### src/rtl/pipe_flush_ctrl.sv
// ---------------------------------------------------------------------------
// pipe_flush_ctrl
//
// Flush/stall controller for an N-stage in-order pipeline. Drives per-register
// flush (clear to bubble) and stall (hold) vectors for the R = NUM_STAGES-1
// inter-stage registers, plus a PC hold. Handles redirect/trap flushes with a
// multi-cycle drain of register 0 (fetch latency), load-use bubble insertion,
// memory back-pressure freeze, redirects deferred across a freeze, and a
// sticky watchdog on long memory stalls.
//
// Ports:
//   clk            core clock, all state on the rising edge
//   rst            synchronous active-high reset
//   redirect_valid 1-cycle pulse: taken branch/jump resolved at REDIRECT_STAGE
//   trap_valid     1-cycle pulse: exception/interrupt, flushes the whole pipe
//   load_use       level: load-use hazard detected in decode
//   mem_busy       level: data memory not ready, freeze the pipe
//   flush[R-1:0]   flush[r]=1 clears register r to a bubble this edge
//   stall[R-1:0]   stall[r]=1 holds register r this edge
//   pc_hold        hold the PC this edge
//   drain_busy     controller is not in RUN
//   stall_timeout  sticky: mem_busy lasted MAX_STALL consecutive cycles
// ---------------------------------------------------------------------------
module pipe_flush_ctrl #(
  parameter int NUM_STAGES       = 5,
  parameter int REDIRECT_STAGE   = 2,
  parameter int LU_STAGE         = 1,
  parameter int REDIRECT_BUBBLES = 2,
  parameter int MAX_STALL        = 8
) (
  input  logic                  clk,
  input  logic                  rst,
  input  logic                  redirect_valid,
  input  logic                  trap_valid,
  input  logic                  load_use,
  input  logic                  mem_busy,
  output logic [NUM_STAGES-2:0] flush,
  output logic [NUM_STAGES-2:0] stall,
  output logic                  pc_hold,
  output logic                  drain_busy,
  output logic                  stall_timeout
);

  localparam int R  = NUM_STAGES - 1;
  localparam int DW = (REDIRECT_BUBBLES == 0) ? 1 : $clog2(REDIRECT_BUBBLES + 1);
  localparam int SW = $clog2(MAX_STALL + 1);

  localparam logic [1:0] S_RUN   = 2'd0;
  localparam logic [1:0] S_DRAIN = 2'd1;
  localparam logic [1:0] S_PEND  = 2'd2;

  localparam logic [R-1:0]  ALL_MASK      = {R{1'b1}};
  localparam logic [R-1:0]  REDIRECT_MASK = R'((1 << REDIRECT_STAGE) - 1);
  localparam logic [R-1:0]  LU_STALL_MASK = R'((1 << LU_STAGE) - 1);
  localparam logic [R-1:0]  LU_FLUSH_MASK = R'(1 << LU_STAGE);
  // While draining, register 0 keeps being flushed, so a freeze holds only
  // the registers behind it.
  localparam logic [R-1:0]  DRAIN_STALL   = ~R'(1);
  localparam logic [DW-1:0] BUBBLES       = DW'(REDIRECT_BUBBLES);
  localparam logic [SW-1:0] MAX_CNT       = SW'(MAX_STALL);
  localparam logic [1:0]    AFTER_FLUSH   = (REDIRECT_BUBBLES > 0) ? S_DRAIN : S_RUN;

  logic [1:0]    state_q, state_n;
  logic [DW-1:0] drain_q, drain_n;
  logic [SW-1:0] stall_cnt_q, stall_cnt_n;
  logic          timeout_q;
  logic [R-1:0]  flush_d, stall_d;
  logic          pc_hold_d;

  // Control decode. Priority: rst > trap > mem_busy > redirect/pending > load_use.
  always_comb begin
    // NOTE: every variable gets a default before the case so no path leaves
    // it unassigned, which would otherwise infer a latch.
    flush_d   = '0;
    stall_d   = '0;
    pc_hold_d = 1'b0;
    state_n   = state_q;
    drain_n   = drain_q;

    case (state_q)
      S_RUN: begin
        if (trap_valid) begin
          flush_d = ALL_MASK;
          state_n = AFTER_FLUSH;
          drain_n = BUBBLES;
        end else if (mem_busy) begin
          stall_d   = ALL_MASK;
          pc_hold_d = 1'b1;
          if (redirect_valid) state_n = S_PEND;
        end else if (redirect_valid) begin
          flush_d = REDIRECT_MASK;
          state_n = AFTER_FLUSH;
          drain_n = BUBBLES;
        end else if (load_use) begin
          stall_d   = LU_STALL_MASK;
          flush_d   = LU_FLUSH_MASK;
          pc_hold_d = 1'b1;
        end
      end

      S_DRAIN: begin
        flush_d[0] = 1'b1;
        if (trap_valid) begin
          flush_d = ALL_MASK;
          drain_n = BUBBLES;
        end else if (mem_busy) begin
          stall_d   = DRAIN_STALL;
          pc_hold_d = 1'b1;
          // A redirect under a freeze is deferred exactly as from RUN; the
          // drain restarts from the full count once it is applied.
          if (redirect_valid) state_n = S_PEND;
        end else if (redirect_valid) begin
          flush_d = flush_d | REDIRECT_MASK;
          drain_n = BUBBLES;
        end else begin
          drain_n = drain_q - DW'(1);
          if (drain_q == DW'(1)) state_n = S_RUN;
        end
      end

      S_PEND: begin
        // A redirect_valid seen here merges with the one already pending.
        if (trap_valid) begin
          flush_d = ALL_MASK;
          state_n = AFTER_FLUSH;
          drain_n = BUBBLES;
        end else if (mem_busy) begin
          stall_d   = ALL_MASK;
          pc_hold_d = 1'b1;
        end else begin
          flush_d = REDIRECT_MASK;
          state_n = AFTER_FLUSH;
          drain_n = BUBBLES;
        end
      end

      default: state_n = S_RUN;
    endcase

    // Flush wins over stall on the same register.
    stall_d = stall_d & ~flush_d;

    if (rst) begin
      flush_d   = ALL_MASK;
      stall_d   = '0;
      pc_hold_d = 1'b0;
    end
  end

  // Watchdog: saturating count of consecutive mem_busy cycles.
  always_comb begin
    stall_cnt_n = '0;
    if (mem_busy) stall_cnt_n = (stall_cnt_q == MAX_CNT) ? stall_cnt_q : stall_cnt_q + SW'(1);
  end

  // NOTE: sequential state uses non-blocking assignments so every register
  // samples pre-edge values regardless of statement order.
  always_ff @(posedge clk) begin
    if (rst) begin
      state_q     <= S_RUN;
      drain_q     <= '0;
      stall_cnt_q <= '0;
      timeout_q   <= 1'b0;
    end else begin
      state_q     <= state_n;
      drain_q     <= drain_n;
      stall_cnt_q <= stall_cnt_n;
      timeout_q   <= timeout_q | (stall_cnt_n == MAX_CNT);
    end
  end

  assign flush         = flush_d;
  assign stall         = stall_d;
  assign pc_hold       = pc_hold_d;
  assign drain_busy    = (state_q != S_RUN) & ~rst;
  assign stall_timeout = timeout_q & ~rst;

endmodule

### config.mk
export PLATFORM = sky130hd
export DESIGN_NAME = pipe_flush_ctrl
export DESIGN_NICKNAME = d
export VERILOG_FILES = /design/src/rtl/pipe_flush_ctrl.sv
export SDC_FILE = /design/constraint.sdc
export NUM_CORES = 1
export LEC_CHECK = 0
export CAP_MARGIN = 20
export CORE_UTILIZATION = 52
export CTS_CLUSTER_SIZE = 40
export DETAILED_ROUTE_END_ITERATION = 8
export PLACE_DENSITY = 0.9
export SYNTH_ARGS = -nofsm -noshare
export SYNTH_HDL_FRONTEND = slang
export SYNTH_SLANG_ARGS = --single-unit
### constraint.sdc
create_clock -name clk -period 2.75 [get_ports clk]
set_clock_uncertainty 0.1 [all_clocks]
set_input_delay 0.4125 -clock clk [delete_from_list [all_inputs] [get_ports clk]]
set_output_delay 0.4125 -clock clk [all_outputs]
set_load 0.01 [all_outputs]
# --- Word-level counts from Yosys, hierarchy flattened ---
# Index checks and enable logic that the tools add are counted.
op_classes:
  n_addsub: 2
  eq_ne: 13
  n_mux: 51
  bitwise_logic: 6
  reduce_logical: 6
op_table:
  columns: ["operator", "count"]
  rows:
  - ["$mux 4", 13]
  - ["$mux 2", 24]
  - ["$pmux 4 s3", 2]
  - ["$ne 3x3->1 const B", 6]
  - ["$pmux 2 s3", 2]
  - ["$reduce_and 5->1", 2]
  - ["$mux 1", 9]
  - ["$eq 4x4->1 const B", 2]
  - ["$add 4x1->4 const B", 1]
  - ["$and 4x4->4", 1]
  - ["$eq 2x1->1 const B", 2]
  - ["$ne 4x4->1 const B", 1]
  - ["$not 4->4", 1]
  - ["$reduce_bool 3->1", 1]
  - ["$and 1x1->1", 2]
  - ["$eq 2x2->1 const B", 1]
  - ["$logic_not 2->1", 1]
  - ["$ne 2x2->1 const B", 1]
  - ["$pmux 1 s2", 1]
  - ["$reduce_bool 2->1", 1]
  - ["$reduce_or 2->1", 1]
  - ["$sub 2x1->2 const B", 1]
  - ["$not 1->1", 1]
  - ["$or 1x1->1", 1]
word_totals:
  ff_bits: 9
  in_bits: 6
  output_inout_bits: 11

# --- Longest topological paths before layout ---
# Gate-level depths: netlist of run 1.
depth:
  ltp_word: 8
  depth_mapped: 7

# --- Least setup slack after synthesis of run 1 ---
# Ideal clock, no wire load.
synth_timing:
  path_kind: "register to output"
  startpoint: "reg state_q[0]"
  endpoint: "out stall[0]"
  arrival_ns: 1.634
  slack_ns: 0.603
  path_stages_with_launch: 7
  n_path_buf: 0
  cell_sequence: "dfxtp_1 inv_1 ha_1 or2_1 a21oi_1 o21ba_1 nor4bb_1"
synth_via:
  elab_chain_len: 5
synth_rtl:
  columns: ["element", "line_no", "text"]
  rows:
  - ["start, declared", "63", "logic [1:0] state_q, state_n;"]
  - ["start signal, assigned", "165", "state_q <= state_n;"]
  - ["$eq 2x2->1, or another cell as far along", "80", "case (state_q)"]
  - ["$pmux 4 s3", "80", null]
  - ["$not 4->4", "141", "stall_d = stall_d & ~flush_d;"]
  - ["$and 4x4->4 *", "141", null]
  - ["$mux 4 *", "143", "if (rst) begin"]
  - ["end, declared", "38", "output logic [NUM_STAGES-2:0] stall,"]
# Mark *: on every way between the ends. The rest lies on a longest branch, timed or not.

# --- Worst setup path after layout of run 1 ---
layout_timing:
  startpoint: "reg state_q[0]"
  endpoint: "out stall[2]"
# Same word-level chain as after synthesis.

==> summary.txt, run 1 <==
Run status
  • Status: complete, no violations

Floorplan
  • Initial Util: 0.573
  • Die Area: 1650 um^2
  • Cell Rows: 13
  • Top-Level Pins: 17
  • Core area: 1350 um^2
  • Die Y: 40.6 um
  • Chip Width: 40.6 um

Route
  • WL/cell: 14.2 um
  • Post-route ant nets: 0
  • Via count: 791
  • Drt drc: 0
  • 1st-iter DRT viols: 26
  • Routed WL: 1.91 mm
  • Drt pass-1 iters: 4
  • Vias per cell: 5.90

STA
  • Setup ws final: 0.0934 ns
  • Final period util: 0.966
  • Final setup viols: 0
  • RSZ-0062 raised after global routing: false
  • Endpoints failing hold: 0
  • Worst Max-Slew Pin Slew: 0.361 ns
  • Slew headroom: 0.756
  • Final Max Slew Viols: 0
  • Fmax: 376 MHz
  • Minimum clock period: 2.66 ns

Pwr
  • Maximum VDD drop: 0.320 mV
  • Leak pwr: 0.442 nW
  • Pwr per Cell Area: 610 nW/um^2
  • Logic pwr share: 0.572
  • Clock share of power: 0.165
  • Switching share of power: 0.389
  • Cell Int Power: 0.374 mW
  • Seq pwr share: 0.264
  • Sw Pwr: 0.238 mW

Setup path
  • Required @ worst endpoint: 2.24 ns
  • Critical path class: reg -> out
  • Slowest CP cell: clkdlybuf4s50_1
  • CP Max Fanout: 7
  • CP Buf/Inv Count: 3
  • CP delay by family, top: buffers and inverters
  • CP Launch Type: flop
  • Endpoint class of the critical path: output pin
  • Largest stage delay on the critical path: 0.47 ns
  • Crit path cell chain: inv_1 > ha_1 > buf_4 > or3_4 > and3_1 > clkdlybuf4s50_1
  • Crit path DAT: 2.14 ns

Flow run
  • Maximum capacitance violations: 0

Global routing
  • Grt total ovfl: 0
  • Vias in the first global route: 604
  • Largest net degree at the start of global routing: 15
  • First-pass GRT wire length: 2.77 mm
  • Initial antenna violation count: 0
  • Global-route usage over all layers: 0.261

CTS
  • Clk root buf: clkbuf_4
  • Postcts setup bufs: 0
  • # clock sinks: 9
  • H-tree levels: 1
  • CTS tree: yes
  • CTS Buf Count: 3
  • Clock Latency Late Sink: 0.26 ns
  • Clock tree buffer depth: 2
  • Clock transition at the registers of the reported paths: 0.07 ns

Place
  • Number of port buffers: 16
  • GPL Wtd Cong: 0.913
  • Pre-CTS setup slack: -0.0725 ns
  • Final HPWL DP: 1.46 mm
  • DP Cell Count: 130

Final layout
  • Finished Layout Cells: 134
  • Ant. Diodes: 0
  • Area grow syn2layout: 29.8%
  • Fin nets: 134
  • Layout cells sized above 1: 0.134

Synth
  • EDFF count, synth: 0
  • Top_reg_cell synth: dfxtp_1
  • Yosys warns: 0
  • Syn Inst Count: 98
  • Netlist Area Pre-Place: 773 um^2
  • Avg Synthesized Cell Area: 7.89 um^2
  • Post-Syn Nets: 112
  • Post-synthesis cell type count: 40
  • Fraction of registers with async set/reset: 0
  • Sequential share of the synthesized area: 0.233
  • Yosys reg bits: 9

Min path
  • Hold Path Class: reg -> reg
[worst reg2reg max path: stages (launching register included)]
cell and delay [ns]:
dfxtp_2 0.37, inv_1 0.10, ha_1 0.22, buf_4 0.16, or3_4 0.36, a221oi_2 0.29, nor2_1 0.08, a211oi_2 0.18
[cell usage in the layout, fill, tap and decap left out, types with 3 or more instances in the layout]
cell type         n
o21ai_0           4
clkdlybuf4s50_1  11
and3_1            3
inv_1             8
nand2_1           5
nor3_1            3
nor2_1           10
dlymetal6s2s_1    4
buf_4             7
dfxtp_1           8
ha_1              7
nand3_1           3
nand2b_1          3
a21oi_1           4
nor2b_1           4
clkbuf_4          3
[final timing paths]
kind              start          to  slack [ns]  cells past startpoint
max          state_q[0]    stall[2]        0.09                      6
max reg2reg  state_q[0]  drain_q[1]        0.81                      7
min reg2reg  drain_q[0]  drain_q[0]        0.39                      1
min          drain_q[0]  drain_q[0]        0.39                      1
[cell type report]
type / instances / area (um^2)
Sequential cell: 9 / 181
Fill cell: 106 / 347
Tap cell: 15 / 18.8
Multi-Input combinational cell: 74 / 522
Clock buffer: 4 / 26.3
Timing Repair Buffer: 23 / 221
Inverter: 9 / 33.8
[power by group through the flow]
stage	combinational [mW]	clock (mW)	sequential (mW)
after floorplan	0.246	0	0.158
after CTS	0.351	0.105	0.160
after global routing	0.380	0.112	0.163
final	0.350	0.101	0.161
after global placement	0.335	0	0.159
after detailed placement	0.347	0	0.162
[synth_stat cells, types with 2 or more instances]
library cell	number	area [um^2]
and3_1	3	18.8
o21ai_1	2	10.0
nand3_1	3	15.0
o21ai_0	4	20.0
nor3_1	3	15.0
a21oi_1	4	20.0
nand2_1	5	18.8
a31o_1	2	17.5
nor2b_1	4	25.0
inv_1	8	30.0
a22oi_1	2	15.0
buf_2	2	10.0
nand2b_1	3	18.8
o31ai_1	2	15.0
ha_1	8	100
buf_4	2	15.0
dfxtp_1	9	180
nor2_1	10	37.5
[metal layers]
layer  vias up  share of wire  track usage
li1        390              -            -
met1       357           0.46        0.340
met2        39           0.46        0.417
met3         5          0.059       0.0389
met4         0          0.018        0.125
met5         -              0            0
[flip-flops by register name, summed over array words and instances, names as in the netlist]
name and cells:
drain_q 2, state_q 2, stall_cnt_q 4, timeout_q 1
[cell families after synthesis]
| family | count (synthesis) | synth area share |
|---|---|---|
| XOR/XNOR | 2 | 0.0227 |
| AND/OR/NAND/NOR | 36 | 0.249 |
| adder cells (fa/ha/maj) | 8 | 0.129 |
| AO/OA/AOI/OAI | 28 | 0.270 |
| buffers and inverters | 15 | 0.0955 |
| flip-flops | 9 | 0.233 |
[through the flow]
| stage | util | setup TNS [ns] | area, um^2 | hold WS (ns) | power (mW) |
|---|---|---|---|---|---|
| 6_report | 0.743 | 0 | 1000 | 0.394 | 0.612 |
| 5_1_grt | 0.743 | 0 | 1000 | 0.431 | 0.655 |
| 4_1_cts | 0.736 | 0 | 993 | 0.388 | 0.616 |
| 3_5_place_dp | 0.715 | -0.0725 | 965 | 0.361 | 0.509 |
| 3_3_place_gp | 0.715 | 0 | 965 | 0.359 | 0.494 |
| 2_1_floorplan | - | 0 | 773 | 0.328 | 0.404 |
[timing repair]
item                       4_1_cts  5_1_grt
setup endpoints to repair        3        5
hold buffers                     0        0
gates resized for setup          3        4
hold endpoints to repair         0        0
No activity file was read; power rests on OpenSTA's default activity.
==> run 2: changes to the inputs <==
Settings changed: CORE_MARGIN set to 3.
==> run 2 against run 1 <==
Compared with the run above: routed wire length up 2.7%; combinational power about the same; critical path depth unchanged; non-clock buffer count stayed put; via count rose by 4.7%; hold slack worse by 0.0022 ns; die area grew 21%; power about the same; critical path type unchanged.
==> summary.txt, run 2 (synthesis gave the netlist of run 1 again) <==
Pwr
  • Switching share of power: 0.389 (about the same)
  • Cell Int Power: 0.374 mW (about the same)
  • Logic pwr share: 0.575 (+0.003)
  • Maximum VDD drop: 0.501 mV (+57%)
  • Pwr per Cell Area: 612 nW/um^2 (+0.33%)
  • Clock share of power: 0.166 (about the same)
  • Seq pwr share: 0.260 (-0.004)
  • Total power: 0.612 mW (about the same)
  • Leak pwr: 0.424 nW (-4.1%)
  • Sw Pwr: 0.238 mW (about the same)

Place
  • DP Cell Count: 130 (unchanged)
  • Number of port buffers: 16 (unchanged)
  • Cell area after placement: 965 um^2 (unchanged)
  • GPL Wtd Cong: 0.866 (-5.2%)
  • Final HPWL DP: 1.54 mm (+5.4%)
  • Pre-CTS setup slack: 0.00142 ns (+0.0740 ns)

Setup path
  • Crit path DAT: 2.13 ns (about the same)
  • CP delay by family, top: buffers and inverters
  • Endpoint class of the critical path: output pin
  • CP Buf/Inv Count: 3 (unchanged)
  • Required @ worst endpoint: 2.24 ns (about the same)
  • Crit path cell chain: inv_1 > ha_1 > buf_4 > or3_4 > and3_1 > clkdlybuf4s50_1
  • Slowest CP cell: clkdlybuf4s50_1
  • Largest stage delay on the critical path: 0.47 ns (about the same)
  • CP Launch Type: flop
  • Critical path class: reg -> out
  • CP Max Fanout: 7 (unchanged)

STA
  • Endpoints failing hold: 0 (unchanged)
  • RSZ-0062 raised after global routing: false
  • Setup TNS: 0 ns (unchanged)
  • Final period util: 0.961 (-0.00464)
  • Slew headroom: 0.773 (+0.0170)
  • Worst Max-Slew Pin Slew: 0.336 ns (-0.0251 ns)
  • Setup ws final: 0.106 ns (+0.0128 ns)
  • Final setup viols: 0 (unchanged)
  • Min Hold Slack: 0.392 ns (-0.00217 ns)
  • Minimum clock period: 2.64 ns (-0.0128 ns)
  • Final Max Slew Viols: 0 (unchanged)
  • Fmax: 378 MHz (+0.48%)

Route
  • Via count: 828 (+4.7%)
  • 1st-iter DRT viols: 52 (+100%)
  • Drt pass-1 iters: 4 (unchanged)
  • Routed WL: 1.96 mm (+2.7%)
  • Vias per cell: 6.18 (+4.7%)
  • Drt drc: 0 (unchanged)
  • Post-route ant nets: 0 (unchanged)
  • WL/cell: 14.6 um (+2.7%)

Final layout
  • Finished Cell Area: 1000 um^2 (-0.37%)
  • Fin nets: 134 (unchanged)
  • Layout cells sized above 1: 0.143 (+0.00840)
  • Top Registers: stall_cnt_q (4), drain_q (2), state_q (2)
  • Commonest non-fill, non-tap cells in the layout: 13 x clkdlybuf4s50_1, 10 x nor2_1, 8 x inv_1, 8 x dfxtp_1
  • Fin util: 0.741 (-0.00278)
  • Ant. Diodes: 0 (unchanged)
  • Area grow syn2layout: 29.3%
  • Biggest register: stall_cnt_q
  • Finished Layout Cells: 134 (unchanged)
  • Max reg flops: 4 (unchanged)
  • Most common cell after layout, fill and taps aside: clkdlybuf4s50_1

Global routing
  • Grt total ovfl: 0 (unchanged)
  • Vias in the first global route: 800 (+32%)
  • Global-route usage over all layers: 0.224 (-0.0375)
  • Initial antenna violation count: 0 (unchanged)
  • Largest net degree at the start of global routing: 15 (unchanged)
  • First-pass GRT wire length: 3.30 mm (+19%)

CTS
  • Clock Latency Late Sink: 0.26 ns (about the same)
  • CTS Buf Count: 3 (unchanged)
  • Clk root buf: clkbuf_4
  • Clock tree buffer depth: 2 (unchanged)
  • H-tree levels: 1 (unchanged)
  • Clock transition at the registers of the reported paths: 0.06 ns (about the same)
  • CTS tree: yes
  • Postcts setup bufs: 0 (unchanged)
  • # clock sinks: 9 (unchanged)
  • Post-CTS Hold Fix Bufs: 0 (unchanged)

Flow run
  • Maximum capacitance violations: 0 (unchanged)

Floorplan
  • Cell Rows: 13 (unchanged)
  • Initial Util: 0.573 (unchanged)
  • Chip Width: 44.6 um (+9.9%)
  • Die Y: 44.6 um (+9.9%)
  • Die Area: 1990 um^2 (+21%)
  • Top-Level Pins: 17 (unchanged)
  • Core area: 1350 um^2 (unchanged)

Min path
  • Hold Path Class: reg -> reg

Run status
  • Status: complete, no violations
==> run 2: cell count changes in the layout (fill, tap and decap cells not counted), sizes merged <==
cell           change
clkbuf             -1
clkdlybuf4s50      +2
dlymetal6s2s       -2
clkinv             +1
==> run 2: timing repair <==
action,4_1_cts,5_1_grt
resized for setup,1,4
endpoints found under the hold margin,0,0
setup endpoints to repair,1,7
==> run 2: path summary, 6_finish.rpt <==
kind	from	end	slack, ns	cells past startpoint
min reg2reg	drain_q[0]	drain_q[0]	0.39	1
min	drain_q[0]	drain_q[0]	0.39	1
max reg2reg	state_q[0]	drain_q[1]	0.83	7
max	state_q[0]	stall[2]	0.11	6
==> run 2: power groups by stage <==
stage	Clock, mW	Combinational [mW]	Sequential [mW]
floorplan	0	0.246	0.158
global placement	0	0.336	0.159
detailed placement	0	0.346	0.160
CTS	0.104	0.346	0.157
global route	0.109	0.386	0.160
finish	0.101	0.351	0.159
==> run 2: routing by layer <==
metal | part of all wire | track usage | wire (um) | vias up
met5 | 0 | 0 | 0 | -
met4 | 0.020 | 0.133 | 39 | 0
met3 | 0.088 | 0.0366 | 173 | 4
met2 | 0.46 | 0.370 | 895 | 47
met1 | 0.43 | 0.268 | 852 | 384
li1 | - | - | - | 393
==> run 2: cell type report <==
type,instances,area (um^2)
clock inverter,1,5.00
clock buffer,3,22.5
timing repair buffer,23,216
tap,15,18.8
sequential,9,181
inverter,9,33.8
fill,96,350
multi-input combinational,74,522
